==> src/rtl/video_pkg.sv <==
// Shared video types: pixel word, frame counter width and scheduler FSM states.
package video_pkg;

  typedef logic [23:0] rgb24_t;

  localparam int FCNT_W = 16;

  typedef enum logic [1:0] {
    RUN  = 2'd0,
    PEND = 2'd1,
    ACK  = 2'd2
  } sched_st_e;

endpackage

==> src/rtl/rr_next_ready.sv <==
// Combinational round-robin finder: first ready index after sel, wrapping, excluding sel itself.
module rr_next_ready #(
  parameter int N_SRC = 4,
  localparam int SEL_W = $clog2(N_SRC)
) (
  input  logic [SEL_W-1:0] sel,
  input  logic [N_SRC-1:0] src_ready,
  output logic [SEL_W-1:0] next_idx,
  output logic             found
);

  logic [SEL_W-1:0] cand_s;

  // Scan from the farthest offset down so the nearest ready source is the last one written.
  always_comb begin
    next_idx = sel;
    found    = 1'b0;
    cand_s   = sel;
    for (int k = N_SRC - 1; k >= 1; k--) begin
      cand_s   = SEL_W'((int'(sel) + k) % N_SRC);
      next_idx = src_ready[cand_s] ? cand_s : next_idx;
      found    = found | src_ready[cand_s];
    end
  end

endmodule

==> src/rtl/video_src_sched.sv <==
// Frame-synchronous source scheduler in front of the DVI transmitter; timing and
// pixel are re-emitted with one cycle of latency.
module video_src_sched
  import video_pkg::*;
#(
  parameter int N_SRC          = 4,
  parameter int FRAMES_PER_SRC = 120,
  localparam int SEL_W         = $clog2(N_SRC)
) (
  input  logic                 clk_pix,
  input  logic                 rst_n,
  input  logic                 de_in,
  input  logic                 hs_in,
  input  logic                 vs_in,
  input  logic [24*N_SRC-1:0]  src_rgb,
  input  logic [N_SRC-1:0]     src_ready,
  input  logic                 auto_en,
  input  logic                 next_req,
  output logic                 next_ack,
  output logic [SEL_W-1:0]     sel,
  output logic                 de_out,
  output logic                 hs_out,
  output logic                 vs_out,
  output logic [23:0]          rgb_out,
  output logic                 switch_pulse
);

  localparam logic [FCNT_W-1:0] FCNT_LAST = FCNT_W'(FRAMES_PER_SRC - 1);

  sched_st_e         st_q, st_d;
  logic              pend_q, pend_d;
  logic              next_ack_q, next_ack_d;
  logic              switch_pulse_q, switch_pulse_d;
  logic [SEL_W-1:0]  sel_q, sel_d;
  logic [FCNT_W-1:0] fcnt_q, fcnt_d;
  logic              vs_q, de_q, hs_q;
  rgb24_t            rgb_q, rgb_d;

  logic              fs_s;
  logic              do_switch_s;
  logic [SEL_W-1:0]  rr_idx_s;
  logic              rr_found_s;

  rr_next_ready #(.N_SRC(N_SRC)) u_rr (
    .sel       (sel_q),
    .src_ready (src_ready),
    .next_idx  (rr_idx_s),
    .found     (rr_found_s)
  );

  // Next-state logic: frame-start detect, switch decision, handshake FSM and pixel mux.
  always_comb begin
    fs_s        = vs_in & ~vs_q;
    do_switch_s = fs_s & (pend_q | (auto_en & (fcnt_q == FCNT_LAST)));

    if (do_switch_s) begin
      fcnt_d = '0;
    end else if (fs_s) begin
      fcnt_d = fcnt_q + FCNT_W'(1);
    end else begin
      fcnt_d = fcnt_q;
    end

    // found already excludes the current index, so a hit always means a real change
    switch_pulse_d = do_switch_s & rr_found_s;
    sel_d          = switch_pulse_d ? rr_idx_s : sel_q;

    st_d   = st_q;
    pend_d = do_switch_s ? 1'b0 : pend_q;
    case (st_q)
      RUN: begin
        if (next_req) begin
          st_d   = PEND;
          pend_d = 1'b1;
        end else begin
          st_d = RUN;
        end
      end
      PEND: begin
        if (fs_s) begin
          st_d = ACK;
        end else begin
          st_d = PEND;
        end
      end
      ACK: begin
        if (!next_req) begin
          st_d = RUN;
        end else begin
          st_d = ACK;
        end
      end
      default: begin
        st_d   = RUN;
        pend_d = 1'b0;
      end
    endcase
    next_ack_d = (st_d == ACK);

    if (de_in && src_ready[sel_q]) begin
      rgb_d = src_rgb[24*sel_q +: 24];
    end else begin
      rgb_d = 24'h000000;
    end
  end

  // State and output registers.
  always_ff @(posedge clk_pix or negedge rst_n) begin
    if (!rst_n) begin
      st_q           <= RUN;
      pend_q         <= 1'b0;
      next_ack_q     <= 1'b0;
      switch_pulse_q <= 1'b0;
      sel_q          <= '0;
      fcnt_q         <= '0;
      vs_q           <= 1'b0;
      de_q           <= 1'b0;
      hs_q           <= 1'b0;
      rgb_q          <= 24'h000000;
    end else begin
      st_q           <= st_d;
      pend_q         <= pend_d;
      next_ack_q     <= next_ack_d;
      switch_pulse_q <= switch_pulse_d;
      sel_q          <= sel_d;
      fcnt_q         <= fcnt_d;
      vs_q           <= vs_in;
      de_q           <= de_in;
      hs_q           <= hs_in;
      rgb_q          <= rgb_d;
    end
  end

  assign next_ack     = next_ack_q;
  assign switch_pulse = switch_pulse_q;
  assign sel          = sel_q;
  assign de_out       = de_q;
  assign hs_out       = hs_q;
  assign vs_out       = vs_q;
  assign rgb_out      = rgb_q;

endmodule

==> config.mk <==
export PLATFORM = sky130hd
export DESIGN_NAME = video_src_sched
export DESIGN_NICKNAME = d
export VERILOG_FILES = /design/src/rtl/video_pkg.sv /design/src/rtl/rr_next_ready.sv /design/src/rtl/video_src_sched.sv
export SDC_FILE = /design/constraint.sdc
export NUM_CORES = 1
export LEC_CHECK = 0
export BUFFER_PORTS_ARGS = -buffer_cell sky130_fd_sc_hd__buf_4
export CORE_UTILIZATION = 30
export CTS_CLUSTER_SIZE = 28
export DETAILED_ROUTE_END_ITERATION = 16
export SLEW_MARGIN = 15
export SYNTH_ARGS = -nofsm -noshare
export SYNTH_HDL_FRONTEND = slang
export SYNTH_HIERARCHICAL = 1
export SYNTH_SLANG_ARGS = --single-unit
==> constraint.sdc <==
create_clock -name clk_pix -period 2.44 [get_ports clk_pix]
set_clock_uncertainty 0.2 [all_clocks]
set_input_delay 0.122 -clock clk_pix [delete_from_list [all_inputs] [get_ports clk_pix]]
set_output_delay 0.122 -clock clk_pix [all_outputs]
set_load 0.1 [all_outputs]
### After elaboration in Yosys (flattened, before gate mapping)

Cells that the tools add are included.

* add/subtract/negate cells: 4
* $mul: 1
* div/mod/pow operators: 0
* magnitude comparators: 4
* equality and inequality tests: 4
* shift operators: 1
* muxes and demuxes: 21
* bitwise logic cells: 8
* reductions and logical operators: 6

Operators by type and width (count)
* 96-bit by 8-bit variable part select with 24-bit output: 1
* 16-bit two-way mux: 2
* 24-bit two-way mux: 1
* 16-bit by 1-bit adder with 16-bit output, second input constant: 1
* 16-bit by 7-bit == test with 1-bit output, second input constant: 1
* 2-bit by 3-bit less-than comparator with 1-bit output, second input constant: 4
* 2-bit two-way mux: 5
* 1-bit binary-select mux with 2-bit select: 4
* 1-bit two-way mux: 7
* 2-bit one-hot mux with 3 select lines: 1
* 2-bit adder, second input constant: 2
* 1-bit AND: 4
* 2-bit == test, second input constant: 2
* 2-bit by 2-bit multiplier with 4-bit output, first input constant: 1
* 1-bit bitwise OR: 3
* 3-bit nonzero test: 1
* 2-bit by 1-bit adder with 2-bit output, second input constant: 1
* 2-bit by 1-bit == test with 1-bit output, second input constant: 1
* 2-bit logical NOT: 1
* 1-bit one-hot mux with 2 select lines: 1
* 2-bit AND reduction: 1
* 2-bit nonzero test: 1
* 2-bit OR reduction: 1
* 1-bit logical AND: 1
* 1-bit NOT: 1

* flip-flop bits (word level): 50
* bits in latches: 0
* RAM bits: 0
* bits in read-only memories: 0
* input port bits: 107
* output and inout port bits: 31
* logic and storage cells: 59
* memories: 0

### Logic depth before layout (Yosys ltp)

* depth after elaboration: 7
* mapped depth: 7
* depth with buffers taken out: 6

### Cells and area by module

Netlist, hierarchy kept.

Modules (own cells, without submodules)
* video_src_sched: instances 1, cells each 205, area an instance 2615.0 µm², sequential area each 1251.2 µm²
* rr_next_ready: instances 1, cells each 18, area an instance 115.1 µm², sequential area each 0.0 µm²

### Worst setup path after synthesis

Ideal clock, no wire load.

* kind: register to register
* start: reg sel_q[0], in the netlist sel[0]
* end: reg rgb_q[10], in the netlist rgb_out[10]
* library setup time: 120 ps
* arrival: 2358 ps
* data required time: 2120 ps
* path slack: -238 ps
* cell stages (with the launch flop): 5
* path buffers: 2
* clock period less this slack: 2678 ps
* cell sequence: dfrtp_1 -> buf_2 -> buf_2 -> mux4_2 -> and3_1

* longest elaborated chain between the ends: 4
* elaborated cells between the ends (all ways): 6
* classes of those cells: mul: 1; shift: 1; mux: 3; reduce/logical: 1

Ends and longest elaborated chain
* from (decl): RTL line video_src_sched.sv:34 `logic [SEL_W-1:0] sel_q, sel_d;`
* from (signal assigned): RTL line video_src_sched.sv:125 `sel_q <= sel_d;`
* parallel branches: the longest is 3 deep, another holds 2-bit by 2-bit multiplier with 4-bit output
* 24-bit two-way mux *: RTL line video_src_sched.sv:100 `if (de_in && src_ready[sel_q]) begin`
* via rgb_d[10]: RTL line video_src_sched.sv:37 `rgb24_t rgb_q, rgb_d;`
* to (signal assigned): RTL line video_src_sched.sv:130 `rgb_q <= rgb_d;`
* to (decl): RTL line video_src_sched.sv:37

Mark *: on every way through the listed nets, which the timed path passes. The select of a mux whose other input is x is not followed.
A chain may end at the register's enable or synchronous reset.

### Final worst setup path

* start: reg fcnt_q[0]
* end: reg sel_q[0], in the netlist sel[0]

* longest elaborated chain between the ends: 6

Ends and longest elaborated chain
* from (decl): RTL line video_src_sched.sv:35 `logic [FCNT_W-1:0] fcnt_q, fcnt_d;`
* from (signal assigned): RTL line video_src_sched.sv:126 `fcnt_q <= fcnt_d;`
* 16-bit by 7-bit == test with 1-bit output: RTL line video_src_sched.sv:54 `do_switch_s = fs_s & (pend_q | (auto_en & (fcnt_q == FCNT_LAST)));`
* 1-bit AND: RTL line video_src_sched.sv:54
* 1-bit bitwise OR: RTL line video_src_sched.sv:54
* 1-bit AND: RTL line video_src_sched.sv:54
* 1-bit AND: RTL line video_src_sched.sv:65 `switch_pulse_d = do_switch_s & rr_found_s;`
* via switch_pulse_d: RTL line video_src_sched.sv:33 `logic switch_pulse_q, switch_pulse_d;`
* 2-bit AND reduction (no source line)

The timed path passes the listed nets, and every way through them passes these cells.

==> impl_metrics.env <==
export IMPL_comb_power_share_pct=58.8
export IMPL_port_buffers=137
export IMPL_die_area_um2=9490
export IMPL_synth_edff_count=0
export IMPL_clock_root_buffer="clkbuf_8"
export IMPL_clkPwrFrac_pct=13.2
export IMPL_final_cells=471
export IMPL_io_pin_count=138
export IMPL_cp_start_kind="flip-flop"
export IMPL_cp_data_arrival_time_ns=1.99
export IMPL_slew_violations=0
export IMPL_crit_required_ns=2.43
export IMPL_p_per_area_nw_per_um2=1040
export IMPL_max_cap_viol_count=0
export IMPL_internal_power_uw=2170
export IMPL_vias=2329
export IMPL_rsz0062_at_grt="false"
export IMPL_drtAntennaViolNets=0
export IMPL_grt_pass1_vias=2476
export IMPL_endpoint_kind="flip-flop"
export IMPL_area_growth_pct=46.8
export IMPL_yosysSeqAreaShare_pct=45.8
export IMPL_drt_vias_per_instance=4.94
export IMPL_worstMarginPinSlew_ns=0.627
export IMPL_hold_worst_slack_ns=0.0218
export IMPL_grt_pass1_wl_um=12400
export IMPL_cts_sinks=50
export IMPL_grt_overflow_total=0
export IMPL_chipHeight_um=97.4
export IMPL_r2r_end="sel[0]$_DFFE_PN0P_"
export IMPL_drc_errors=0
export IMPL_status="completed"
export IMPL_sw_frac_of_total_pct=48.0
export IMPL_nNetsFinal=474
export IMPL_n_fill_cell=818
export IMPL_final_hold_viol_count=0
export IMPL_worstPathMaxFanout=6
export IMPL_ir_drop_v=0.000403
export IMPL_cts_max_path_buffers=2
export IMPL_dp_hpwl_um=5920
export IMPL_fin_crit_sh_pct=82.1
export IMPL_min_period_ns=2.00
export IMPL_relSlewSlack_pct=58.2
export IMPL_dp_cells=458
export IMPL_leakage_uw=0.00198
export IMPL_h_tree_depth=2
export IMPL_cts_setup_buffers=0
export IMPL_hold_depth=4
export IMPL_diodes=0
export IMPL_gp_congestion=0.794
export IMPL_reg2regPathDepth=6
export IMPL_synth_distinct_cells=37
export IMPL_antenna_found_initial=0
export IMPL_min_from="src_ready[1]"
export IMPL_synthesis_nets=335
export IMPL_chipWidth_um=97.4
export IMPL_finalSetupViolations=0
export IMPL_r2r_setup_slack_ns=0.44
export IMPL_power_frac_seq_pct=28.0
export IMPL_switching_power_uw=2000
export IMPL_r2r_start="fcnt_q[0]$_DFFE_PN0P_"
export IMPL_drive_above_1_share_pct=51.2
export IMPL_finalSetupTns_ns=0
export IMPL_syn_instance_count=223
export IMPL_grt_max_degree=51
export IMPL_synth_ff_type="dfrtp_1"
export IMPL_cts_tree="done"
export IMPL_hold_path_class="input port to flip-flop"
export IMPL_max_freq_mhz=499
export IMPL_syn_cell_area_um2=2730
export IMPL_core_area_um2=8760
export IMPL_cts_buffers=5
export IMPL_synth_ff_latch_count=50
export IMPL_holdPathEnd="sel[0]$_DFFE_PN0P_"
export IMPL_crit_type="flip-flop to flip-flop"
export IMPL_wl_um=7500
export IMPL_synth_warnings=6
export IMPL_grt_usage_pct=16.9
export IMPL_post_drt_wl_per_cell_um=15.9
export IMPL_clkLatencyLatePin_ns=0.30
export IMPL_syn_avg_cell_area_um2=12.2
export IMPL_clk_pin_slew_ns=0.09
export IMPL_floorplan_initialDensity_pct=31.2
export IMPL_dr_pass1_iters=4
export IMPL_async_flop_share_pct=100
export IMPL_first_iter_violations=29
export IMPL_row_count=34
[cells in the mapped netlist (4+ instances only)]
cell	number	area, um2
dfrtp_1	50	1250
nor2_1	22	82.6
nor3_1	5	25.0
mux4_2	25	563
ha_1	5	62.6
a21oi_1	4	20.0
xnor2_1	9	78.8
clkbuf_1	8	30.0
and3_1	25	156
nand3_1	5	25.0
nand2_1	13	48.8
inv_1	7	26.3
o21ai_0	4	20.0
[cells by family (layout without fill, tap and decap cells)]
family | after synthesis | after routing | share of synthesized area, %
multiplexers | 29 | 29 | 22.2
flip-flops | 50 | 50 | 45.8
AND/OR/NAND/NOR | 89 | 89 | 17.8
adder cells (fa/ha/maj) | 5 | 5 | 2.29
XOR/XNOR | 12 | 12 | 3.85
AO/OA/AOI/OAI | 17 | 17 | 4.22
buffers and inverters | 21 | 161 | 3.85
[critical path: stages (launching register included)]
cell and delay, ns:
dfrtp_1 0.39, ha_1 0.20, nand2_1 0.10, nor4_1 0.23, a31oi_2 0.22, nor2_2 0.20
mux2_2 0.34
[what timing repair did]
item | in CTS | in global routing
hold buffers | 5 | 0
endpoints found under the hold margin | 65 | 0
gates resized for setup | 0 | 0
[cell type report]
| class | instances | area [um2] | share of cell area (%) |
|---|---|---|---|
| timing repair buffer | 146 | 1110 | 27.7 |
| tap | 108 | 135 | 3.37 |
| multi-input combinational | 152 | 1370 | 34.3 |
| sequential | 50 | 1250 | 31.3 |
| inverter | 7 | 26.3 | 0.656 |
| clock buffer | 8 | 110 | 2.75 |
[placed cells by master (no fill, tap or decap), types with 4 or more instances in the layout]
cell	netlist	final
buf_4	0	141
dfrtp_1	50	48
mux4_2	25	25
and3_1	25	25
nor2_1	22	22
nand2_1	13	13
xnor2_1	9	9
clkbuf_8	0	8
inv_1	7	7
nand3_1	5	5
nor3_1	5	5
ha_1	5	5
dlygate4sd3_1	0	5
a21oi_1	4	4
o21ai_0	4	4
[stage by stage]
step                worst slack, ns  total power (uW)  cell area, um2  utilization [%]
floorplan                    0.0809              3070            2730                -
global placement              0.490              3630            3850             43.9
detailed placement            0.434              3660            3850             43.9
CTS                           0.423              4220            4010             45.7
global route                  0.316              4410            4010             45.7
finish                        0.437              4170            4010             45.7
[power groups by stage]
stage | Clock (uW) | Sequential, uW | Combinational, uW
after global placement | 0 | 1180 | 2450
after CTS | 570 | 1170 | 2480
after detailed placement | 0 | 1190 | 2470
final | 549 | 1170 | 2450
after floorplan | 0 | 2130 | 947
after global routing | 606 | 1200 | 2600
[registers in the layout, indices dropped and copies added (netlist names)]
signal,cells
de_out,1
fcnt_q,16
hs_out,1
next_ack,1
pend_q,1
rgb_out,24
sel,2
st_q,2
switch_pulse,1
vs_out,1
[metal layers]
metal  up-vias  wire [um]  track usage [%]
li1       1087          -                -
met1      1126       2890             19.4
met2       105       3790             29.2
met3        11        674             6.47
met4         0        140             4.75
met5         -          0                0
[worst max path at each step]
stage / startpoint / endpoint / slack [ns] / cells past startpoint
2_1_floorplan: sel[0]$_DFFE_PN0P_ / rgb_out[10]$_DFF_PN0_ / 0.08 / 4
3_3_place_gp: fcnt_q[0]$_DFFE_PN0P_ / sel[1]$_DFFE_PN0P_ / 0.49 / 6
3_5_place_dp: fcnt_q[0]$_DFFE_PN0P_ / sel[0]$_DFFE_PN0P_ / 0.43 / 6
4_1_cts: fcnt_q[0]$_DFFE_PN0P_ / sel[0]$_DFFE_PN0P_ / 0.42 / 6
5_1_grt: fcnt_q[7]$_DFFE_PN0P_ / sel[0]$_DFFE_PN0P_ / 0.32 / 5
6_report: fcnt_q[0]$_DFFE_PN0P_ / sel[0]$_DFFE_PN0P_ / 0.44 / 6
No activity file was read; power rests on OpenSTA's default activity.
